==> config.mk <==
export PLATFORM = sky130hd
export DESIGN_NAME = tv80_mcycle_seq
export DESIGN_NICKNAME = d
export VERILOG_FILES = /design/src/rtl/tv80_mcycle_seq_pkg.sv /design/src/rtl/tv80_irq_latch.sv /design/src/rtl/tv80_mcycle_seq.sv
export VERILOG_INCLUDE_DIRS = /design/src /design/src/rtl
export SDC_FILE = /design/constraint.sdc
export NUM_CORES = 1
export LEC_CHECK = 0
export CAP_MARGIN = 5
export CORE_MARGIN = 2
export CORE_UTILIZATION = 42
export CTS_CLUSTER_DIAMETER = 80
export DETAILED_ROUTE_END_ITERATION = 10
export GPL_TIMING_DRIVEN = 1
export PLACE_DENSITY = 0.72
export RECOVER_POWER = 50
export SLEW_MARGIN = 5
export SYNTH_ARGS = -nofsm -noshare
export SYNTH_HDL_FRONTEND = slang
export SYNTH_SLANG_ARGS = --single-unit
==> constraint.sdc <==
create_clock -name clk -period 2.85 [get_ports clk]
set_input_delay 0.7125 -clock clk [delete_from_list [all_inputs] [get_ports clk]]
set_output_delay 0.7125 -clock clk [all_outputs]
set_load 0.01 [all_outputs]
==> src/rtl/tv80_seq_defs.vh <==
// Shared encodings for the M-cycle/T-state sequencer.
`ifndef TV80_SEQ_DEFS_VH
`define TV80_SEQ_DEFS_VH
localparam logic [1:0] SEQ_RUN     = 2'd0;
localparam logic [1:0] SEQ_WAIT    = 2'd1;
localparam logic [1:0] SEQ_BUSHOLD = 2'd2;
localparam logic [6:0] M1_ONEHOT   = 7'h01;
localparam logic [6:0] T1_ONEHOT   = 7'h01;
localparam logic [2:0] MIN_TSTATES = 3'd3;
`endif

==> src/rtl/tv80_mcycle_seq_pkg.sv <==
// Types and helpers for the TV80 M-cycle/T-state sequencer.
package tv80_mcycle_seq_pkg;
  `include "tv80_seq_defs.vh"

  typedef enum logic [1:0] {
    ST_RUN     = SEQ_RUN,
    ST_WAIT    = SEQ_WAIT,
    ST_BUSHOLD = SEQ_BUSHOLD
  } seq_state_t;

  // Decoder may report short/zero lengths; the bus needs at least T1..T3.
  function automatic logic [2:0] eff_tstates(input logic [2:0] t);
    return (t < MIN_TSTATES) ? MIN_TSTATES : t;
  endfunction

  function automatic logic [2:0] eff_mcycles(input logic [2:0] m);
    return (m == 3'd0) ? 3'd1 : m;
  endfunction
endpackage

==> src/rtl/tv80_irq_latch.sv <==
// NMI edge latch and INT/NMI acknowledge flags, updated at instruction boundaries.
module tv80_irq_latch (
  input  logic clk,
  input  logic reset_n,
  input  logic cen,
  input  logic nmi_n,
  input  logic int_n,
  input  logic iff1,
  input  logic boundary,
  output logic irq_take,
  output logic int_cycle,
  output logic nmi_cycle
);
  logic nmi_q, nmi_pend, nmi_fall, int_ok;

  assign nmi_fall = cen && nmi_q && !nmi_n;
  assign int_ok   = !int_n && iff1;
  assign irq_take = boundary && (nmi_pend || int_ok);

  always_ff @(posedge clk or negedge reset_n) begin
    if (!reset_n) begin
      nmi_q     <= 1'b1;
      nmi_pend  <= 1'b0;
      int_cycle <= 1'b0;
      nmi_cycle <= 1'b0;
    end else begin
      if (cen) nmi_q <= nmi_n;
      // A fresh edge wins over consumption so it is never lost.
      if (nmi_fall) nmi_pend <= 1'b1;
      else if (boundary && nmi_pend) nmi_pend <= 1'b0;
      if (boundary) begin
        nmi_cycle <= nmi_pend;
        int_cycle <= !nmi_pend && int_ok;
      end
    end
  end
endmodule

==> src/rtl/tv80_mcycle_seq.sv <==
// TV80 machine-cycle/T-state sequencer: one-hot M/T counters, wait and bus-hold
// insertion, halt tracking and interrupt acknowledge flags.
module tv80_mcycle_seq
  import tv80_mcycle_seq_pkg::*;
#(
  parameter int MODE = 0
) (
  input  logic       clk,
  input  logic       reset_n,
  input  logic       cen,
  input  logic       wait_n,
  input  logic       busrq_n,
  input  logic       int_n,
  input  logic       nmi_n,
  input  logic       iff1,
  input  logic [2:0] mcycles,
  input  logic [2:0] tstates,
  input  logic       halt,
  output logic [6:0] mcycle,
  output logic [6:0] tstate,
  output logic       last_t,
  output logic       last_m,
  output logic       m1_n,
  output logic       halt_n,
  output logic       busak_n,
  output logic       int_cycle,
  output logic       nmi_cycle,
  output logic       new_instr
);
  localparam bit USE_WAIT = (MODE < 2);

  seq_state_t st, st_nx;
  logic [6:0] mcycle_nx, tstate_nx;
  logic       halt_n_nx, boundary, irq_take;

  assign last_t    = tstate[eff_tstates(tstates) - 3'd1];
  assign last_m    = mcycle[eff_mcycles(mcycles) - 3'd1];
  assign boundary  = (st == ST_RUN) && cen && last_t && last_m;
  assign m1_n      = !(mcycle[0] && (tstate[0] || tstate[1]));
  assign busak_n   = (st != ST_BUSHOLD);
  assign new_instr = cen && (st == ST_RUN) && mcycle[0] && tstate[0];

  tv80_irq_latch u_irq (
    .clk       (clk),
    .reset_n   (reset_n),
    .cen       (cen),
    .nmi_n     (nmi_n),
    .int_n     (int_n),
    .iff1      (iff1),
    .boundary  (boundary),
    .irq_take  (irq_take),
    .int_cycle (int_cycle),
    .nmi_cycle (nmi_cycle)
  );

  always_comb begin
    st_nx     = st;
    mcycle_nx = mcycle;
    tstate_nx = tstate;
    halt_n_nx = halt_n;
    if (cen) begin
      unique case (st)
        ST_RUN: begin
          if (last_t) begin
            tstate_nx = T1_ONEHOT;
            mcycle_nx = last_m ? M1_ONEHOT : (mcycle << 1);
            if (!busrq_n) st_nx = ST_BUSHOLD;
            if (boundary) begin
              if (irq_take) halt_n_nx = 1'b1;
              else if (halt) halt_n_nx = 1'b0;
            end
          end else if (USE_WAIT && tstate[1] && !wait_n) begin
            st_nx = ST_WAIT;
          end else begin
            tstate_nx = tstate << 1;
          end
        end
        // Leaving WAIT completes T2, so T3 starts on the same edge.
        ST_WAIT: begin
          if (wait_n) begin
            st_nx     = ST_RUN;
            tstate_nx = tstate << 1;
          end
        end
        ST_BUSHOLD: begin
          if (busrq_n) st_nx = ST_RUN;
        end
        default: st_nx = ST_RUN;
      endcase
    end
  end

  always_ff @(posedge clk or negedge reset_n) begin
    if (!reset_n) begin
      st     <= ST_RUN;
      mcycle <= M1_ONEHOT;
      tstate <= T1_ONEHOT;
      halt_n <= 1'b1;
    end else begin
      st     <= st_nx;
      mcycle <= mcycle_nx;
      tstate <= tstate_nx;
      halt_n <= halt_n_nx;
    end
  end
endmodule

# == Word-level counts from Yosys, hierarchy flattened ==
# Cells that the tools add are included.
# classes
magnitude_cmp,3
div,0
n_reduce_logical,29
bitwise,0
mux,21
n_shift,0
eq_ne,8
addsub,2
n_mul,0
# ops
op,n
7-bit 2-to-1 mux,4
7-bit one-hot mux with 2 select lines,1
1-bit logical AND,13
2-bit 2-to-1 mux,5
5-bit AND reduction,2
3-bit by 4-bit less-than comparator with 1-bit output (second input constant),2
1-bit binary-select mux with 3-bit select,2
1-bit 2-to-1 mux,6
3-bit 2-to-1 mux,2
2-bit inequality test (second input constant),3
3-bit inequality test (second input constant),2
2-bit one-hot mux with 3 select lines,1
2-bit nonzero test,3
3-bit by 1-bit subtractor with 3-bit output (second input constant),2
1-bit zero test,5
4-bit AND reduction,1
3-bit zero test,1
3-bit by 2-bit less-than comparator with 1-bit output (second input constant),1
3-bit by 2-bit inequality test with 1-bit output (second input constant),1
3-bit AND reduction,1
2-bit by 1-bit equality test with 1-bit output (second input constant),1
2-bit equality test (second input constant),1
2-bit zero test,1
1-bit logical OR,2
# word_totals
latchBits,0
n_memories,0
elab_cells,71
register_bits,21
ramBits,0
out_inout_bits,22
rom_bits,0

# == Logic depth before layout (Yosys ltp) ==
# Gate-level depths: netlist (run 1).
# logic_depth
ltp_word,10
depth_mapped,10
depth_no_buf,9

# == Hierarchy ==
# From an unflattened synthesis (run 1), not the netlist that was laid out.
# hier_totals
hier_cells,130
area_unflattened_um2,1192.4
# by_module_without_submodules
mod,seq_area_each_um2,area_each_um2,cells_each,instances
tv80_mcycle_seq,429.2,1022.2,117,1
tv80_irq_latch,101.3,170.2,13,1

# == Worst setup path before layout (run 1) ==
# OpenSTA, ideal clock, no wires.
# synth_path
kind,input to output
from,input port mcycles[2]
to,output port last_m
path_slack_ns,-0.033
arrival_ns,2.171
path_stages,7
n_path_buf,0
required_ns,2.138
path_cell_list,o21bai_1 -> inv_1 -> ha_1 -> and2_1 -> or2_2 -> o32ai_4 -> inv_1
# synth_between
elab_chain_len,5
# synth_rtl
item,line,rtl
from (decl),tv80_mcycle_seq.sv:16,"input logic [2:0] mcycles,"
3-bit zero test,tv80_mcycle_seq_pkg.sv:17,return (m == 3'd0) ? 3'd1 : m;
3-bit 2-to-1 mux *,tv80_mcycle_seq_pkg.sv:17,
3-bit by 1-bit subtractor with 3-bit output *,tv80_mcycle_seq.sv:37,assign last_m = mcycle[eff_mcycles(mcycles) - 3'd1];
1-bit binary-select mux with 3-bit select *,tv80_mcycle_seq.sv:37,
1-bit 2-to-1 mux (not written as such) *,tv80_mcycle_seq.sv:37,
to (decl),tv80_mcycle_seq.sv:22,"output logic last_m,"
# Every way passes the cells marked *; elsewhere a longest branch is shown, timed or not. The select of a mux whose other input is x is not followed.

# == Worst setup path after layout (run 1) ==
# layout_path
from,input port tstates[1]
to,output port last_t
# layout_between
elab_chain_len,5
# layout_rtl
item,line,rtl
from (decl),tv80_mcycle_seq.sv:17,"input logic [2:0] tstates,"
3-bit by 2-bit less-than comparator with 1-bit output,tv80_mcycle_seq_pkg.sv:13,return (t < MIN_TSTATES) ? MIN_TSTATES : t;
3-bit 2-to-1 mux *,tv80_mcycle_seq_pkg.sv:13,
3-bit by 1-bit subtractor with 3-bit output *,tv80_mcycle_seq.sv:36,assign last_t = tstate[eff_tstates(tstates) - 3'd1];
1-bit binary-select mux with 3-bit select *,tv80_mcycle_seq.sv:36,
1-bit 2-to-1 mux (not written as such) *,tv80_mcycle_seq.sv:36,
to (decl),tv80_mcycle_seq.sv:21,"output logic last_t,"
# Marked as above.

==> run metrics, run 1 <==
Post-Syn Nets=145; outcome=finished, final reports clean; GP Congestion=roughly 0.80; Total GRT Usage=roughly a fifth; DRT Wirelength=around 2900 um; Slowest-stage cell, CP=mux4_2; Fin. Hold Viols=0; Worst Path Arrival=~2.1 ns; final antenna-violating net count=0; Final setup viols=0; WHS=0.493 ns; Leak Pwr=around 0.95 nW; die area=approximately 3500 um2; CTS hold repair buffers=0; die width=59.5 um; total number of vias=1,134; Avg Inst Size Synth=10.1 um2; fin crit share=a little over nine tenths; Via density=a little over 5; Slew @ Worst Pin=1.17 ns; #FFs+latches synth=21; Worst slew margin=between 20 and 25%; Worst EP required=between 2 and 2.5 ns; Highest Clock Rate=between 0.3 and 0.4 GHz; total core area=3000 um2; drc violations=0; main flop type after synthesis=dfrtp_1; Max Transition Viols Final=0; CP Capture Type=output pin; worst vdd rail ir drop=0.000503 V; CP Cell Sequence=dlygate4sd2_1, nor2b_2, ha_4, inv_4, mux4_2, nand3b_4, nand2_4, inv_4, buf_6; CP delay by family, top=buffers and inverters; DR iter-0 viols=18; crit path launch type=primary input; critical path launch point=tstates[1]; layout cell share with drive strength beyond 1=between 30% and 40%; Sink Count=21; HP Class=flop to flop; Crit Path Class=primary input to output pin; hpwl dp=2230 um; Pre-antenna DRT Iters=4; HP Start=u_irq.int_cycle; Initial Util=between 40% and 50%; PwrDens=786 nW/um2; IO Pins=37; Worst Path Max Fanout=3; via count of the first global-routing pass=1,177; CTS H-Tree Depth=1; total power=around 1.5 mW; Clock Latency Late Sink=roughly 0.30 ns; Syn Inst Count=128; Ant. Diodes=0; WP buf/inv=4; slowest stage delay, CP=~0.27 ns; largest net degree at the start of global routing=22; die height=59.5 um; wire per inst=around 13 um; post-synth cell types=42; Reg-to-Reg Start=mcycle[0]; Port Buf Inserts=36; Worst-path clk slew=roughly 0.11 ns; most frequent CP cell=inv_4; row count=20; first-pass GRT wire length=5150 um; number of synthesized flops with an enable pin=0; Synth Warn #=0; sequential share of the synthesized area=roughly two fifths; Max Buffers Root-to-Sink=2; Synth Cell Area=1290 um2; fin crit period=about 2.8 ns; GRT overflow=0; TritonCTS buffer count=3; Setup Skew=roughly 0.0073 ns; nets=roughly 200; initial antenna violation count=0; Root Buffer Master=clkbuf_4; CTS tree=built; filler instances=approximately 260; MaxCap Viol Count=0; area grow syn2layout=47.5%; share of flip-flops with an asynchronous set or reset=100%
-- final cells by class --
cell class / instances / area [um2] / area share (%)
clock buffer: 4 / 26.3 / 1.38
tap: 33 / 41.3 / 2.16
multi-input combinational: 84 / 732 / 38.4
timing repair buffer: 58 / 494 / 25.9
inverter: 21 / 83.8 / 4.39
sequential: 21 / 531 / 27.8
-- power by group --
part	switching (mW)	internal (mW)	total (mW)
combinational	0.345	0.442	0.787
clock	0.0886	0.0545	0.143
sequential	0.135	0.434	0.569
total	0.569	0.930	1.50
-- through the flow --
stage | TNS (ns) | utilization [%] | cells | setup slack (ns) | cell area (um2)
6_report | 0 | 63.5 | 221 | 0.0770 | 1910
2_1_floorplan | 0 | - | 128 | 0.0493 | 1300
5_1_grt | -0.000655 | 63.5 | 221 | -0.000655 | 1910
3_5_place_dp | -2.95 | 60.7 | 213 | -0.755 | 1820
4_1_cts | 0 | 63.2 | 220 | 0.000490 | 1900
3_3_place_gp | -2.16 | 60.7 | 213 | -0.716 | 1820
-- sequential cells by signal, indices dropped and copies added, names as in the netlist --
name             cells
u_irq.nmi_cycle      1
st                   2
halt_n               1
u_irq.nmi_pend       1
tstate               7
mcycle               7
u_irq.nmi_q          1
u_irq.int_cycle      1
-- tightest hold or removal path: stages (launching register included) --
cell     delay [ns]
dfrtp_1        0.36
nand2_1        0.06
o41ai_1        0.05
-- cell usage after synthesis, types with 2 or more instances --
| cell | count | area, um2 |
|---|---|---|
| o21ai_0 | 4 | 20.0 |
| nand2_4 | 2 | 22.5 |
| nand3b_1 | 2 | 15.0 |
| nand2_1 | 15 | 56.3 |
| ha_1 | 2 | 25.0 |
| dfrtp_1 | 17 | 425 |
| nand2b_1 | 6 | 37.5 |
| nor2_1 | 5 | 18.8 |
| dfstp_2 | 4 | 105 |
| mux2i_1 | 14 | 140 |
| o21a_1 | 2 | 15.0 |
| a21oi_1 | 5 | 25.0 |
| a31oi_1 | 2 | 12.5 |
| inv_1 | 20 | 75.1 |
-- final timing paths --
path / depth (start not counted) / to / slack, ns
worst max-delay path: 9 / last_t / 0.08
worst min-delay path: 2 / u_irq.int_cycle / 0.49
worst max register to register: 9 / halt_n / 0.83
worst min register to register: 2 / u_irq.int_cycle / 0.49
max in group asynchronous: 2 / mcycle[2] / 1.00
min in group asynchronous: 2 / tstate[3] / 1.15
-- routing by layer --
layer	part of all wire [%]	wire [um]	vias to the layer above	track usage, %
li1	-	-	561	-
met1	43	1260	550	23.6
met2	52	1530	21	32.8
met3	3.8	110	2	3.28
met4	0.34	10	0	7.30
met5	0	0	-	0
-- cells by family after synthesis --
| group | Yosys count | share of synthesized area, % |
|---|---|---|
| muxes | 17 | 14.6 |
| AOI/OAI and AO/OA | 24 | 15.4 |
| DFF | 21 | 41.0 |
| and+or+nand+nor | 41 | 20.0 |
| buffers and inverters | 23 | 7.06 |
| adders and majority gates | 2 | 1.93 |
-- what timing repair did --
item,CTS,global route
pin swaps,4,5
setup endpoints to repair,4,3
gates resized for setup,33,11
buffers inserted,3,1
-- placed cells by master (no fill, tap or decap), types with 4 or more instances in the layout --
cell	Yosys	layout
dfrtp_1	17	17
nor2_1	5	5
o21ai_0	4	4
dlygate4sd3_1	0	10
buf_4	1	19
nand2b_1	6	6
dfstp_2	4	4
a21oi_1	5	5
inv_1	20	18
buf_2	0	4
mux2i_1	14	14
clkdlybuf4s50_1	0	17
nand2_1	15	15
Note: power is estimated with default switching activity, not from simulation.
==> run 2: changes to the inputs <==
CORE_ASPECT_RATIO = 1.2   (was unset)
==> run 2 against run 1 <==
- sequential share of layout area barely moved
- register-to-register slack improved by 0.12 ns
- clock power rose by 3%
- clock skew fell by 0.0047 ns
- critical path depth did not move
- maximum frequency fell by 1.1%
- sequential power barely moved
- worst setup slack got worse by 0.030 ns
- non-clock buffer count did not move
- die area barely moved
- global-route usage fell by 0.66 points
- utilization rose by 0.14 points
- critical path type unchanged
- critical endpoint is now last_m
- highest routed layer unchanged
==> run metrics, run 2 (synthesis gave the netlist of run 1 again) <==
worst vdd rail ir drop=around 0.00057 V; Initial Util=a little over two fifths; Fin. Hold Viols=0; most frequent cells in the layout=buf_4 (19), inv_1 (18), clkdlybuf4s50_1 (17), dfrtp_1 (17), nand2_1 (15); total core area=about 3000 um2; Root Buffer Master=clkbuf_4; Worst Path Max Fanout=2; CTS tree=built; CP Capture Type=output pin; Setup TNS=0 ns; Setup Skew=about 0.0026 ns; Leak Pwr=0.955 nW; clock power share=about a tenth; Worst EP required=between 2 and 2.5 ns; commonest non-fill, non-tap cell in the layout=buf_4; Via density=between 5 and 6; HP Class=flop to flop; Pint=between 0.9 and 1 mW; Placed Area=between 1500 and 2000 um2; final antenna-violating net count=0; placed instance count=216; die area=3540 um2; slowest stage delay, CP=approximately 0.26 ns; Max Transition Viols Final=0; row count=22; WP buf/inv=4; Port Buf Inserts=36; MaxCap Viol Count=0; Worst slew margin=22.9%; Switching Power=around 0.57 mW; Worst Path Arrival=about 2.1 ns; die height=around 65 um; CTS H-Tree Depth=1; Highest Clock Rate=approximately 0.36 GHz; drc violations=0; PwrDens=roughly 800 nW/um2; total power=approximately 1.5 mW; fin crit share=roughly 100%; Finished Layout Cells=between 200 and 250; initial antenna violation count=0; fin crit period=2.80 ns; first-pass GRT wire length=4960 um; Slew @ Worst Pin=1.16 ns; largest net degree at the start of global routing=22; layout cell share with drive strength beyond 1=30.3%; nets=approximately 200; final instance area=approximately 1900 um2; Slowest-stage cell, CP=o32ai_4; TritonCTS buffer count=3; wire per inst=approximately 13 um; CP delay by family, top=buffers and inverters; crit path launch type=primary input; area grow syn2layout=47.7%; Seq pwr share=between 30% and 40%; Sink Count=21; DR iter-0 viols=12; Pre-antenna DRT Iters=4; Total GRT Usage=18.4%; IO Pins=37; total number of vias=about 1,100; Worst-path clk slew=0.12 ns; Top Registers=mcycle: 7 flops, tstate: 7 flops, st: 2 flops; CP Cell Sequence=clkdlybuf4s15_2, o21bai_4, inv_2, ha_4, and2_4, or2_4, o32ai_4, inv_1, buf_2; GRT overflow=0; DRT Wirelength=around 3000 um; Max Buffers Root-to-Sink=2; GP Congestion=around 0.72; WHS=0.502 ns; die width=54.7 um; Comb pwr share=approximately half; Final setup viols=0; via count of the first global-routing pass=about 1,100; switching part of the total=a little under two fifths; Crit Path Class=primary input to output pin; hpwl dp=roughly 2300 um; outcome=finished, final reports clean; Clock Latency Late Sink=0.31 ns; Ant. Diodes=0
-- run 2: changes by cell type in the layout (fill, tap and decap cells not counted), sizes merged --
| cell | delta |
|---|---|
| clkbuf | -1 |
| clkinv | +1 |
| clkdlybuf4s15 | +1 |
| buf | -1 |
-- run 2: final cells by class --
type | instances | area [um2]
inverters | 21 | 81.3
clock inverters | 1 | 5.00
well taps | 36 | 45.0
multi-input cells | 84 | 726
clock buffers | 3 | 22.5
repair buffers | 58 | 500
fillers | 271 | 1090
flip-flops and latches | 21 | 531
-- run 2: layer usage --
layer  up-vias  share of wire (%)  GRT usage (%)
li1        548                  -              -
met1       555                 42           23.6
met2        21                 54           32.1
met3         2                3.3           2.07
met4         0               0.74           3.75
met5         -                  0              0
-- run 2: through the flow --
stage                     setup WS, ns  utilization (%)
after CTS                      0.00306             62.6
after global routing           -0.0194             63.7
after global placement          -0.708             60.8
final                           0.0468             63.7
after detailed placement        -0.756             60.8
after floorplan                 0.0493                -
-- run 2: final timing paths --
check	to	slack, ns	start	depth (start not counted)
max in group asynchronous	mcycle[6]	1.04	reset_n	2
worst max-delay path	last_m	0.05	mcycles[0]	9
worst min register to register	u_irq.int_cycle	0.50	u_irq.int_cycle	2
min in group asynchronous	st[0]	1.13	reset_n	2
worst min-delay path	u_irq.int_cycle	0.50	u_irq.int_cycle	2
worst max register to register	halt_n	0.95	mcycle[0]	8
-- run 2: repair_timing --
action                                  CTS  global route
gates resized for setup                  31            10
endpoints found under the setup margin    3             3
pin swaps                                 5             2
setup buffers                             2             2
cloned                                    0             0
hold buffers                              0             0
endpoints found under the hold margin     0             0
-- run 2: power by group through the flow --
stage / clock (mW) / sequential [mW] / combinational, mW
finish: 0.148 / 0.571 / 0.775
CTS: 0.153 / 0.575 / 0.800
detailed placement: 0 / 0.579 / 0.786
global route: 0.163 / 0.594 / 0.843
floorplan: 0 / 0.603 / 0.361
global placement: 0 / 0.571 / 0.770
-- run 2: worst min-delay path, stage by stage, from the launching register on --
cell     delay, ns
dfrtp_1       0.37
nand2_1       0.05
o41ai_1       0.05
==> run 3: changes to the inputs <==
CTS_CLUSTER_DIAMETER = unset   (was 80)
MAX_ROUTING_LAYER = met4   (was unset)
clock period = 2.3 ns   (was 2.85 ns; I/O delays follow)
==> run 3 against run 2 <==
- the flow now finishes with violations (setup timing)
- routed wire length grew 0.64%
- combinational power grew 37%
- cell area grew 4.5%
- critical path type unchanged
- critical endpoint unchanged
- largest cell class unchanged
- largest power group unchanged
==> run metrics, run 3 (synthesis gave the netlist of run 1 again) <==
outcome=finished, violations left; failing checks=setup timing; Worst EP required=1.73 ns; RSZ-0062 raised after global routing=yes; Clock Latency Late Sink=between 0.3 and 0.4 ns; GP Congestion=about 0.74; Pre-antenna DRT Iters=3; total power=around 1.9 mW; CP Capture Type=output pin; Worst slew margin=about a fifth; Highest Clock Rate=0.411 GHz; final antenna-violating net count=0; Max Transition Viols Final=0; Leak Pwr=just under 1 nW; Pint=1.20 mW; Total GRT Usage=between 10% and 20%; IO Pins=37; fin crit share=106%; fin crit period=roughly 2.4 ns; Worst Path Arrival=between 1.5 and 2 ns; worst vdd rail ir drop=around 0.0007 V; area of the multi-input gates=around 740 um2; GRT overflow=0; die height=64.8 um; Max Buffers Root-to-Sink=2; area grow syn2layout=54.3%; row count=22; MaxCap Viol Count=0; Fin. Hold Viols=0; Seq pwr share=a little over a third; Root Buffer Master=clkbuf_4; commonest non-fill, non-tap cell in the layout=buf_4; Ant. Diodes=0; most frequent cells in the layout=buf_4 (26), clkdlybuf4s50_1 (19), dfrtp_1 (17); WHS=0.499 ns; Sink Count=21; CTS tree=built; PwrDens=a little under 1000 nW/um2; Finished Layout Cells=between 200 and 250; clock power share=9.6%; DRT Wirelength=~3000 um; Final setup viols=2; via count of the first global-routing pass=roughly 1,200; Slew @ Worst Pin=approximately 1.2 ns; Worst Path Max Fanout=3; CTS H-Tree Depth=1; crit path launch type=primary input; TritonCTS buffer count=3; final core utilization=between 60% and 70%; wire per inst=roughly 13 um; die width=between 50 and 60 um; total number of vias=between 1,000 and 1,500; total core area=approximately 3000 um2; filler instances=270; DR iter-0 viols=8; Port Buf Inserts=36; layout cell share with drive strength beyond 1=35.9%; Post-Place Setup Slack=-0.911 ns; Switching Power=~0.73 mW; nets=~210; placed instance count=221; Comb pwr share=between 50% and 60%; HP Class=flop to flop; Initial Util=between 40% and 50%; Via density=slightly below 5; Setup Skew=approximately 0.0038 ns; PnR worst setup slack=-0.134 ns; switching part of the total=37.7%; drc violations=0; initial antenna violation count=0; Reg area=roughly 530 um2; Worst-path clk slew=roughly 0.12 ns; Crit Path Class=primary input to output pin; Setup TNS=-0.258 ns; final instance area=2000 um2; Placed Area=about 1900 um2; Top Registers=mcycle: 7 flops, tstate: 7 flops, st: 2 flops; first-pass GRT wire length=between 5000 and 6000 um; largest net degree at the start of global routing=22; CTS hold repair buffers=0; die area=between 3000 and 4000 um2; hpwl dp=between 2000 and 2500 um
-- run 3: power by group through the flow --
stage               sequential [mW]  clock, mW  combinational (mW)
finish                        0.675      0.184                1.06
global route                  0.700      0.200                1.16
CTS                           0.678      0.190                1.08
detailed placement            0.683          0                1.05
global placement              0.676          0                1.02
floorplan                     0.747          0               0.460
-- run 3: critical path, cell delays in order --
cell and delay (ns):
buf_8 0.10, o21bai_4 0.14, inv_2 0.06, ha_4 0.15, and2_4 0.13, or2_4 0.25
o32ai_4 0.28, inv_2 0.06, buf_6 0.12
-- run 3: final timing paths --
| kind | slack [ns] | startpoint | cells past startpoint | end |
|---|---|---|---|---|
| max | -0.13 | mcycles[1] | 9 | last_m |
| min | 0.50 | u_irq.int_cycle | 2 | u_irq.int_cycle |
| max reg2reg | 0.32 | tstate[3] | 7 | u_irq.nmi_cycle |
| min reg2reg | 0.50 | u_irq.int_cycle | 2 | u_irq.int_cycle |
| max in group asynchronous | 0.61 | reset_n | 2 | mcycle[6] |
| min in group asynchronous | 1.00 | reset_n | 2 | tstate[3] |
-- run 3: area by class of cell --
cell class,count,area share (%)
clock buffer,3,1.13
clock inverter,1,0.251
inverter,21,4.08
multi-input combinational,84,37.1
sequential,21,26.6
tap,36,2.26
timing repair buffer,65,28.6
-- run 3: timing repair --
item	in CTS	in global routing
buffers inserted	4	2
pin swaps	4	4
endpoints found under the setup margin	20	5
gates resized for setup	43	11
-- run 3: layer usage --
| layer | routed length, um | part of all wire [%] | vias to the layer above | track usage (%) |
|---|---|---|---|---|
| li1 | - | - | 569 | - |
| met1 | 1230 | 41 | 555 | 23.3 |
| met2 | 1620 | 54 | 20 | 33.9 |
| met3 | 118 | 3.9 | 4 | 1.84 |
| met4 | 32 | 1.1 | 0 | 5.63 |
| met5 | 0 | 0 | - | - |
==> edit (config.mk and constraints of run 3) <==
Reset style: synchronous (`reset_n`), changed in 2 clocked blocks.
--- a/src/rtl/tv80_irq_latch.sv
+++ b/src/rtl/tv80_irq_latch.sv
@@ -19,3 +19,3 @@
 
-  always_ff @(posedge clk or negedge reset_n) begin
+  always_ff @(posedge clk) begin
     if (!reset_n) begin
--- a/src/rtl/tv80_mcycle_seq.sv
+++ b/src/rtl/tv80_mcycle_seq.sv
@@ -92,3 +92,3 @@
 
-  always_ff @(posedge clk or negedge reset_n) begin
+  always_ff @(posedge clk) begin
     if (!reset_n) begin
Function: differs if reset_n is asserted again (counterexample within 4 cycles, from zero or initial values and one cycle with reset_n low); with reset_n held inactive, the same outputs for 10 cycles.
==> edit against run 3 <==
The flow still finishes with violations (negative setup slack); area after synthesis shrank 7.7%; sequential cell count is the same; routed wire length grew 20%; non-clock buffer count grew 4; setup slack lost 0.084 ns; final area grew 1.3%; hold slack lost 0.029 ns; critical path type unchanged; largest cell class unchanged; highest routed layer unchanged.
Power is not compared: it rests on default switching activity, and its combinational part moved more than twofold at a synthesized area within 25%.
==> edit: results (changes against run 3) <==
OUTCOME='finished with violations'
VIOLATIONS_IN_THE_FINAL_REPORTS='negative setup slack'
SYNTH_FA_HA_AREA_FRAC=0.0210  # +0.00162
GRT_FIRST_PASS_WIRELENGTH_UM=5730  # +11%
CRIT_PATH_START='tstates[2]'
SYNTH.CELLS.MOST_FREQUENT='sky130_fd_sc_hd__dfxtp_1, sky130_fd_sc_hd__nand3_1, sky130_fd_sc_hd__nand2_1'
SYNTH_COMPOUND_AREA_FRAC=0.242  # +0.0884
PLACE_AREA_UM2=1770  # -6.4%
DOMINANTREGCELLSYNTH='sky130_fd_sc_hd__dfxtp_1'
WORST-R2R-CELL-COUNT=8  # +1
YOSYS-TOP-CELLS-AREA='sky130_fd_sc_hd__dfxtp_1, sky130_fd_sc_hd__mux2i_1, sky130_fd_sc_hd__nand3_1, sky130_fd_sc_hd__nand2_1, sky130_fd_sc_hd__a21oi_1'
CTS_POST_SETUP_BUFFERS_INSERTED=5  # +1
FIRST_ITER_VIOLATIONS=34  # +26
HOLD_PATH_STARTPOINT='u_irq.nmi_q'
SYNTH_CELL_TYPE_COUNT=37  # -12%
PLACE.DETAILED.HPWL_UM=2580  # +10%
NUMBER_OF_RESIZED_INSTANCES_IN_THE_POST_CTS_REPAIR_STEP=48  # +12%
GRT_START_MAX_NET_PINS=17  # -23%
SETUP_VIOL=11  # +9
WORST_EP_ARRIVAL_TIME_NS=1.94  # +0.08 ns
FINAL_LAYOUT_SIZE_SUFFIX_GT1_FRAC=0.365  # +0.00556
FINAL_CRITICAL_PATH_SETUP_SLACK_NS=-0.218  # -0.0844 ns
ASYNC_FLOP_SHARE=0  # -1.00
WORST_HOLD_SLACK_NS=0.470  # -0.0287 ns
CPMAXSTAGEDELAYCELL='sky130_fd_sc_hd__ha_4'
SYNTH_SEQUENTIAL_AREA_RATIO=0.352  # -0.0579
MIN_TO='u_irq.nmi_pend'
CRITPATHTOPFAMILY='simple AND/OR/NAND/NOR gates'
FINAL.SETUP_SKEW_NS=0.00752  # +0.00368 ns
POST-PLACE-WS_NS=-1.02  # -0.106 ns
TIMING.RR.END='tstate[1]'
GROUTE.USAGE.OVERALL=0.232  # +0.0368
TOTAL_WIRELENGTH_OF_THE_DETAILED_ROUTED_DESIGN_UM=3590  # +20%
POST_DRT_WL_PER_CELL_UM=15.2  # +17%
GPL.FINAL_WEIGHTED_CONGESTION=0.780  # +5.3%
DR_TOTAL_VIAS=1284  # +12%
DETAIL_ROUTE.FIRST_PASS.ITERATIONS=4  # +1
SYNTHESIS.NETS=152  # +4.8%
[edit: cell types whose count changed in the layout (fill, tap and decap cells not counted), sizes merged, moves of 3 or more]
cell	before	now
inv	21	7
dfrtp	17	0
a31oi	3	0
buf	35	39
nand3	1	15
dlygate4sd3	8	12
dfstp	4	0
nand2	17	14
dfxtp	0	21
a21oi	5	12
clkdlybuf4s50	19	15
[edit: routing by layer]
metal  global-route usage  share of wire  up-vias
li1                     -              -      623
met1                0.256           0.38      630
met2                0.427           0.58       29
met3               0.0287          0.031        2
met4               0.0577         0.0058        0
met5                    -              0        -
[edit: final cells by class]
cell class	instances	area, um2
Multi-Input combinational cell	102	852
Fill cell	207	738
Timing Repair Buffer	69	652
Sequential cell	21	420
Tap cell	34	42.5
Inverter	7	26.3
Clock buffer	3	22.5
Clock inverter	1	5.00
